## src/rtl/mul_div_unit.sv

```systemverilog
// Multi-cycle multiply/divide unit producing the HI/LO pair for the datapath.
// Shift-add multiply and restoring divide, one iteration per clock, sign fix-up in a final cycle.
module mul_div_unit #(
    parameter int WIDTH     = 16,
    parameter bit SIGNED_EN = 1'b1
) (
    input  logic             clk,
    input  logic             reset,
    input  logic             start,
    input  logic [1:0]       op,
    input  logic [WIDTH-1:0] a,
    input  logic [WIDTH-1:0] b,
    output logic             busy,
    output logic             done,
    output logic [WIDTH-1:0] low_out,
    output logic [WIDTH-1:0] high_out,
    output logic             dz,
    output logic             zero
);

    localparam int CW = $clog2(WIDTH + 1);
    localparam logic [CW-1:0] LAST = CW'(WIDTH - 1);

    typedef enum logic [1:0] {
        IDLE = 2'b00,
        CALC = 2'b01,
        FIX  = 2'b10
    } state_t;

    function automatic logic [WIDTH-1:0] neg_w(input logic [WIDTH-1:0] v);
        return ~v + WIDTH'(1);
    endfunction

    function automatic logic [2*WIDTH-1:0] neg_2w(input logic [2*WIDTH-1:0] v);
        return ~v + (2*WIDTH)'(1);
    endfunction

    state_t               state_r, state_s;
    logic [CW-1:0]        cnt_r;
    logic [2*WIDTH-1:0]   acc_r;
    logic [WIDTH-1:0]     a_mag_r, b_mag_r, a_raw_r;
    logic                 sign_a_r, sign_b_r, is_div_r, by_zero_r;
    logic                 busy_r, done_r, dz_r, zero_r;
    logic [WIDTH-1:0]     low_r, high_r;

    logic                 op_signed_s, b_is_zero_s;
    logic [WIDTH-1:0]     a_mag_s, b_mag_s;
    logic [WIDTH:0]       mul_sum_s, div_shift_s, div_diff_s;
    logic                 div_ge_s;
    logic [2*WIDTH-1:0]   mul_step_s, div_step_s, prod_s;
    logic [WIDTH-1:0]     res_lo_s, res_hi_s;
    logic                 res_dz_s;

    assign op_signed_s = SIGNED_EN ? op[0] : 1'b0;
    assign b_is_zero_s = (b == {WIDTH{1'b0}});
    assign a_mag_s     = (op_signed_s && a[WIDTH-1]) ? neg_w(a) : a;
    assign b_mag_s     = (op_signed_s && b[WIDTH-1]) ? neg_w(b) : b;

    // One iteration of shift-add multiply and of restoring divide
    always_comb begin
        mul_sum_s   = {1'b0, acc_r[2*WIDTH-1:WIDTH]}
                    + (acc_r[0] ? {1'b0, a_mag_r} : {(WIDTH+1){1'b0}});
        mul_step_s  = {mul_sum_s, acc_r[WIDTH-1:1]};
        div_shift_s = {acc_r[2*WIDTH-1:WIDTH], acc_r[WIDTH-1]};
        div_ge_s    = (div_shift_s >= {1'b0, b_mag_r});
        div_diff_s  = div_shift_s - {1'b0, b_mag_r};
        if (div_ge_s) begin
            div_step_s = {div_diff_s[WIDTH-1:0], acc_r[WIDTH-2:0], 1'b1};
        end else begin
            div_step_s = {div_shift_s[WIDTH-1:0], acc_r[WIDTH-2:0], 1'b0};
        end
    end

    // Sign correction and divide-by-zero substitution for the final cycle
    always_comb begin
        prod_s   = (sign_a_r ^ sign_b_r) ? neg_2w(acc_r) : acc_r;
        res_lo_s = prod_s[WIDTH-1:0];
        res_hi_s = prod_s[2*WIDTH-1:WIDTH];
        res_dz_s = 1'b0;
        if (by_zero_r) begin
            res_lo_s = {WIDTH{1'b1}};
            res_hi_s = a_raw_r;
            res_dz_s = 1'b1;
        end else if (is_div_r) begin
            res_lo_s = (sign_a_r ^ sign_b_r) ? neg_w(acc_r[WIDTH-1:0]) : acc_r[WIDTH-1:0];
            res_hi_s = sign_a_r ? neg_w(acc_r[2*WIDTH-1:WIDTH]) : acc_r[2*WIDTH-1:WIDTH];
        end else begin
            res_lo_s = prod_s[WIDTH-1:0];
            res_hi_s = prod_s[2*WIDTH-1:WIDTH];
        end
    end

    // State register
    always_ff @(posedge clk or negedge reset) begin
        if (!reset) begin
            state_r <= IDLE;
        end else begin
            state_r <= state_s;
        end
    end

    // Next-state logic
    always_comb begin
        state_s = state_r;
        case (state_r)
            IDLE: begin
                if (start) begin
                    state_s = CALC;
                end else begin
                    state_s = IDLE;
                end
            end
            CALC: begin
                if (cnt_r == LAST) begin
                    state_s = FIX;
                end else begin
                    state_s = CALC;
                end
            end
            FIX:     state_s = IDLE;
            default: state_s = IDLE;
        endcase
    end

    // Operand latch, iteration datapath and registered results
    always_ff @(posedge clk or negedge reset) begin
        if (!reset) begin
            cnt_r     <= {CW{1'b0}};
            acc_r     <= {(2*WIDTH){1'b0}};
            a_mag_r   <= {WIDTH{1'b0}};
            b_mag_r   <= {WIDTH{1'b0}};
            a_raw_r   <= {WIDTH{1'b0}};
            sign_a_r  <= 1'b0;
            sign_b_r  <= 1'b0;
            is_div_r  <= 1'b0;
            by_zero_r <= 1'b0;
            busy_r    <= 1'b0;
            done_r    <= 1'b0;
            dz_r      <= 1'b0;
            zero_r    <= 1'b0;
            low_r     <= {WIDTH{1'b0}};
            high_r    <= {WIDTH{1'b0}};
        end else begin
            done_r <= 1'b0;
            case (state_r)
                IDLE: begin
                    if (start) begin
                        a_raw_r   <= a;
                        a_mag_r   <= a_mag_s;
                        b_mag_r   <= b_mag_s;
                        sign_a_r  <= op_signed_s & a[WIDTH-1];
                        sign_b_r  <= op_signed_s & b[WIDTH-1];
                        is_div_r  <= op[1];
                        by_zero_r <= op[1] & b_is_zero_s;
                        busy_r    <= 1'b1;
                        acc_r     <= {{WIDTH{1'b0}}, (op[1] ? a_mag_s : b_mag_s)};
                        // Divide-by-zero skips the iterations but keeps one settling cycle
                        cnt_r     <= (op[1] && b_is_zero_s) ? LAST : {CW{1'b0}};
                    end
                end
                CALC: begin
                    cnt_r <= cnt_r + CW'(1);
                    if (!by_zero_r) begin
                        acc_r <= is_div_r ? div_step_s : mul_step_s;
                    end
                end
                FIX: begin
                    low_r  <= res_lo_s;
                    high_r <= res_hi_s;
                    dz_r   <= res_dz_s;
                    zero_r <= ({res_hi_s, res_lo_s} == {(2*WIDTH){1'b0}});
                    done_r <= 1'b1;
                    busy_r <= 1'b0;
                    cnt_r  <= {CW{1'b0}};
                end
                default: begin
                    busy_r <= 1'b0;
                    cnt_r  <= {CW{1'b0}};
                end
            endcase
        end
    end

    assign busy     = busy_r;
    assign done     = done_r;
    assign low_out  = low_r;
    assign high_out = high_r;
    assign dz       = dz_r;
    assign zero     = zero_r;

endmodule

```

## config.mk

```make
export PLATFORM = sky130hd
export DESIGN_NAME = mul_div_unit
export DESIGN_NICKNAME = d
export VERILOG_FILES = /design/src/rtl/mul_div_unit.sv
export SDC_FILE = /design/constraint.sdc
export NUM_CORES = 1
export LEC_CHECK = 0
export CAP_MARGIN = 20
export CORE_AREA = 5 5 193 102
export DETAILED_ROUTE_END_ITERATION = 12
export DIE_AREA = 0 0 198 107
export GPL_TIMING_DRIVEN = 0
export PLACE_DENSITY = 0.78
export SYNTH_ARGS = -nofsm -noshare
export SYNTH_HDL_FRONTEND = slang
export SYNTH_SLANG_ARGS = --single-unit
```

## constraint.sdc

```tcl
create_clock -name clk -period 6.5 [get_ports clk]
set_clock_uncertainty 0.2 [all_clocks]
set_input_delay 0.65 -clock clk [delete_from_list [all_inputs] [get_ports clk]]
set_output_delay 0.65 -clock clk [all_outputs]
set_load 0.005 [all_outputs]
```

* Word-level counts from Yosys, hierarchy flattened
Index checks and enable logic that the tools add are counted.
Widths: inputs -> output; s select.
** Cells by class
- Add/subtract/negate cells :: 8
- $lt $le $gt $ge :: 1
- Equal/unequal tests :: 5
- Mux-type cells :: 26
- Bitwise operators :: 10
- Reduce and logical (&&, ||, !) cells :: 10
** Operators with widths (number)
- $mux 16 :: 10
- $mux 32 :: 5
- $add 16x1->16 const B :: 4
- $not 16->16 :: 4
- $pmux 32 s2 :: 1
- $add 32x1->32 const B :: 1
- $logic_not 32->1 :: 1
- $not 32->32 :: 1
- $add 16x16->17 :: 1
- $ge 17x16->1 :: 1
- $logic_not 16->1 :: 1
- $sub 16x16->16 :: 1
- $pmux 5 s2 :: 1
- $add 5x1->5 const B :: 1
- $eq 5x4->1 const B :: 1
- $mux 5 :: 1
- $mux 1 :: 4
- $mux 4 :: 1
- $ne 2x2->1 const B :: 2
- $pmux 2 s2 :: 1
- $reduce_and 2->1 :: 2
- $and 1x1->1 :: 3
- $logic_and 1x1->1 :: 3
- $reduce_and 3->1 :: 1
- other kinds (8) :: 8
** Storage, ports and cells
- Bits in registers :: 127
- Input port bits :: 37
- Output and inout bits :: 36
- Word-level logic and storage cells :: 76

* Depth between registers and ports, before layout
- Word-level depth :: 6
- Depth in mapped cells :: 14
- Depth with buffers taken out :: 12

* Worst setup path after synthesis
No wires, ideal clock.
- Kind :: register to register
- Start :: register acc_r[0]
- End :: register acc_r[29]
- Library setup time :: 124 ps
- Arrival time :: 2836 ps
- Required time :: 6176 ps
- Setup slack :: 3340 ps
- Stages on the path, launching flop included :: 15
- Buffers on the path :: 2
- Clock period less this slack :: 3160 ps
- Cell sequence :: dfrtp_1 > clkbuf_1 > clkbuf_1 > and2_1 > ha_1 > inv_1 > fa_1 > nor2b_1 > o31ai_1 > a21oi_1 > o31a_1 > o41ai_1 > o21ai_0 > a32oi_1 > a21oi_1
** On the way
- Cells in the longest elaborated chain, start to end :: 5
** RTL lines
- from (decl) :: RTL line 40 : logic [2*WIDTH-1:0] acc_r;
- from (signal assigned) :: RTL line 129 : acc_r <= {(2*WIDTH){1'b0}};
- from (signal assigned) :: RTL line 156 : acc_r <= {{WIDTH{1'b0}}, (op[1] ? a_mag_s : b_mag_s)};
- from (signal assigned) :: RTL line 164 : acc_r <= is_div_r ? div_step_s : mul_step_s;
- $mux 16 :: RTL line 62 : + (acc_r[0] ? {1'b0, a_mag_r} : {(WIDTH+1){1'b0}});
- $add 16x16->17 :: RTL line 62
- $mux 32 :: RTL line 164
- $mux 32 :: RTL line 163 : if (!by_zero_r) begin
- $pmux 32 s2 :: RTL line 145 : case (state_r)
Every way passes these cells. The select of a mux whose other input is x is not followed.
A chain may end at the register's enable or synchronous reset.

* Final worst setup path
- Start :: register acc_r[0]
- End :: register acc_r[30]
The elaborated chain is that of the path after synthesis.

==> results.ini <==
[clocking]
cts_sinks = 126
clk_pin_slew_worst_paths_ns = 0.06
htreeDepth = 4
cts_made_buffers = 17
insertion_delay_ns = 0.43
cts_tree = yes
cts_root_buffer = clkbuf_16
clock_path_buffers = 2
cts_resized = 0
cts_hold_buf = 1
cts_setup_buffers = 0

[power]
clockPowerShare_pct = 15.9
leakage_nw = 4.61
internal_power_mw = 3.32
switchingPower_mw = 3.10
p_per_area_mw_per_mm2 = 600
peakVddDrop_mv = 0.251
seqPwrFrac_pct = 23.2
pwr-share-comb_pct = 61.0
sw_frac_of_total_pct = 48.3

[logic_synthesis]
yosys_warnings = 0
synth_cell_types = 67
synth_compound_area_share_pct = 20.6
syn_inst = 1109
synthArstFlopShare_pct = 100
synth-xor-area-share_pct = 6.99
synthSimpleGateAreaFrac_pct = 21.5
syn_area_sq_mm = 0.00902
synth.area.mux_share_pct = 5.71
synthFlopType = dfrtp_1
syn_nets = 1186
synth-edff-count = 0
synthAdderAreaFrac_pct = 5.71
synth_top_family_by_area = simple AND/OR/NAND/NOR gates
synth-seq-cells = 126
synth_seq_area_share_pct = 34.9
syn_area_per_cell_sq_um = 8.14

[routing]
vias = 9181
viasPerCell = 6.30
drc = 0
drt_wl_total_microns = 31700
drtIter0Drc = 1198
ant_nets = 0
dr.pass1.iters = 5
post_drt_wl_per_cell_microns = 21.8

[die]
start_util_pct = 50.5
dieArea_sq_mm = 0.0212
rows = 35
die_h_microns = 107
die_x_microns = 198
core_area_sq_mm = 0.0179
boundaryPins = 73

[timing]
hold-worst-slack_ns = 0.278
max-slew-margin-rel_pct = 30.2
rsz0062_at_grt = no
tightest_slew_ns = 1.05
period_minus_slack_ns = 4.32
fin_crit_sh_pct = 66.5
setup_viol = 0
fmax_mhz = 231
slew_violations = 0
hold_viol_final = 0

[finish]
fin_area_sq_mm = 0.0107
drive_gt1_share_pct = 5.02
area_delta_synth_final_pct = 18.6
final_util_pct = 59.9
fill_cells = 1586
final_common_cell = nand2_1
fin_nets = 1279
multiInputGateArea_sq_mm = 0.00546
final_cell_mix = 162 x nand2_1, 126 x dfrtp_1, 110 x o21ai_0, 94 x nor2_1, 75 x a21oi_1
regArea_sq_mm = 0.00315
stdcell_count = 1457

[placement]
dp_hpwl_microns = 24700
gp_congestion = 1.05
placement.io_buffers = 72
placed_cell_area_sq_mm = 0.0101
placed_cells = 1422

[critical_path]
cp-end-kind = flop
cp_data_required_time_ns = 6.59
cp_max_fo = 10
critPathKind = flop to flop
arrival_ns = 4.41
critPathLaunchType = flop

[grt]
use_met1_pct = 46.3
grt_pass1_wl_microns = 49000
grt-busiest-layer = met1
grt_pass1_vias = 8582
grt_overflow = 0
track_usage_pct = 30.1
grt_use_met2_pct = 36.6
grt_use_met3_pct = 13.9
antenna_found_initial = 1
grt_max_degree = 73

[outcome]
status = finished, final reports clean

[worst_hold_path]
worstHoldPathType = flop to flop

[job]
cap_violations = 0

[layout make-up]
class                           count  share of cell area, %
Timing Repair Buffer               74                   7.10
Tap cell                          240                   2.81
Sequential cell                   126                   29.5
Buffer                             60                   2.23
Clock inverter                     13                   1.52
Multi-Input combinational cell    877                   51.0
Antenna cell                        2                 0.0468
Clock buffer                       19                   4.23
Inverter                           46                   1.61
[worst max-delay path, cell delays in order, from the launching register on]
cell	delay, ns
dfrtp_1	0.40
clkbuf_1	0.37
clkbuf_1	0.49
nand2_1	0.19
inv_1	0.11
ha_1	0.22
a21oi_1	0.22
o211ai_1	0.21
nor3_1	0.40
o32a_1	0.32
a21oi_1	0.12
and4_1	0.22
a2111oi_0	0.57
o41ai_1	0.12
[Yosys cell counts, drive strengths merged (3+ instances only)]
master	count	share of area, %
nand2b	13	0.90
and3	4	0.28
or4	3	0.29
nor3	31	1.7
o21a	9	0.75
a2111oi	4	0.67
clkbuf	46	1.9
a32oi	3	0.29
nor3b	10	0.83
dfrtp	126	35
o211ai	10	0.89
o31ai	12	1.1
a221oi	6	0.58
nand3	15	0.83
ha	38	5.3
a21o	6	0.50
o21ai	113	6.3
xor2	27	2.6
nand4	12	0.83
nand2	162	6.7
or3	11	0.82
nor2b	8	0.55
xnor2	45	4.4
and2	25	1.7
a211oi	4	0.33
o31a	4	0.39
o21bai	4	0.33
o22ai	4	0.28
a22oi	8	0.67
nor4	12	0.97
a31oi	21	1.5
mux2i	41	4.5
nor2	94	3.9
mux2	9	1.2
inv	46	1.9
nand3b	4	0.33
a21oi	76	4.3
and4	3	0.29
buf	14	0.73
a311oi	3	0.29
[metal layers]
layer,wire [microns],vias up
li1,-,4131
met1,14300,4388
met2,11500,600
met3,5250,58
met4,516,4
met5,229,-
[flip-flops by register name (all words and copies together), names as in the netlist]
signal     count
acc_r         32
a_mag_r       16
b_mag_r       16
high_out      16
low_out       16
a_raw_r       15
cnt_r          5
state_r        2
busy           1
by_zero_r      1
done           1
dz             1
is_div_r       1
sign_a_r       1
sign_b_r       1
zero           1
[power groups by stage]
stage	Sequential (mW)	Combinational, mW	Clock, mW
CTS	1.47	3.79	1.01
detailed placement	1.48	3.76	0
finish	1.49	3.92	1.02
global route	1.52	4.28	1.05
floorplan	1.37	2.71	0
global placement	1.47	3.66	0
[cells by family after synthesis]
logic type | Yosys count
fa+ha+maj | 40
simple gates | 412
buf+inv | 106
mux | 50
compound gates | 303
flops | 126
xor+xnor | 72
[final timing paths]
path	start	endpoint	slack [ns]	cells past startpoint
setup / recovery	acc_r[0]	acc_r[30]	2.18	13
hold / removal	a_raw_r[9]	a_raw_r[9]	0.28	2
setup reg to reg	acc_r[0]	acc_r[30]	2.18	13
hold reg to reg	a_raw_r[9]	a_raw_r[9]	0.28	2
max in group asynchronous	reset	acc_r[7]	4.78	3
min in group asynchronous	reset	acc_r[31]	0.54	2
[metrics by stage]
stage          worst slack, ns  total power [mW]  TNS [ns]
6_report                  2.18              6.42         0
5_1_grt                   1.90              6.84         0
3_5_place_dp              2.41              5.24         0
3_3_place_gp            -0.485              5.13    -59.17
2_1_floorplan             3.34              4.08         0
4_1_cts                   2.35              6.27         0
Power figures use the tool's default switching activity.
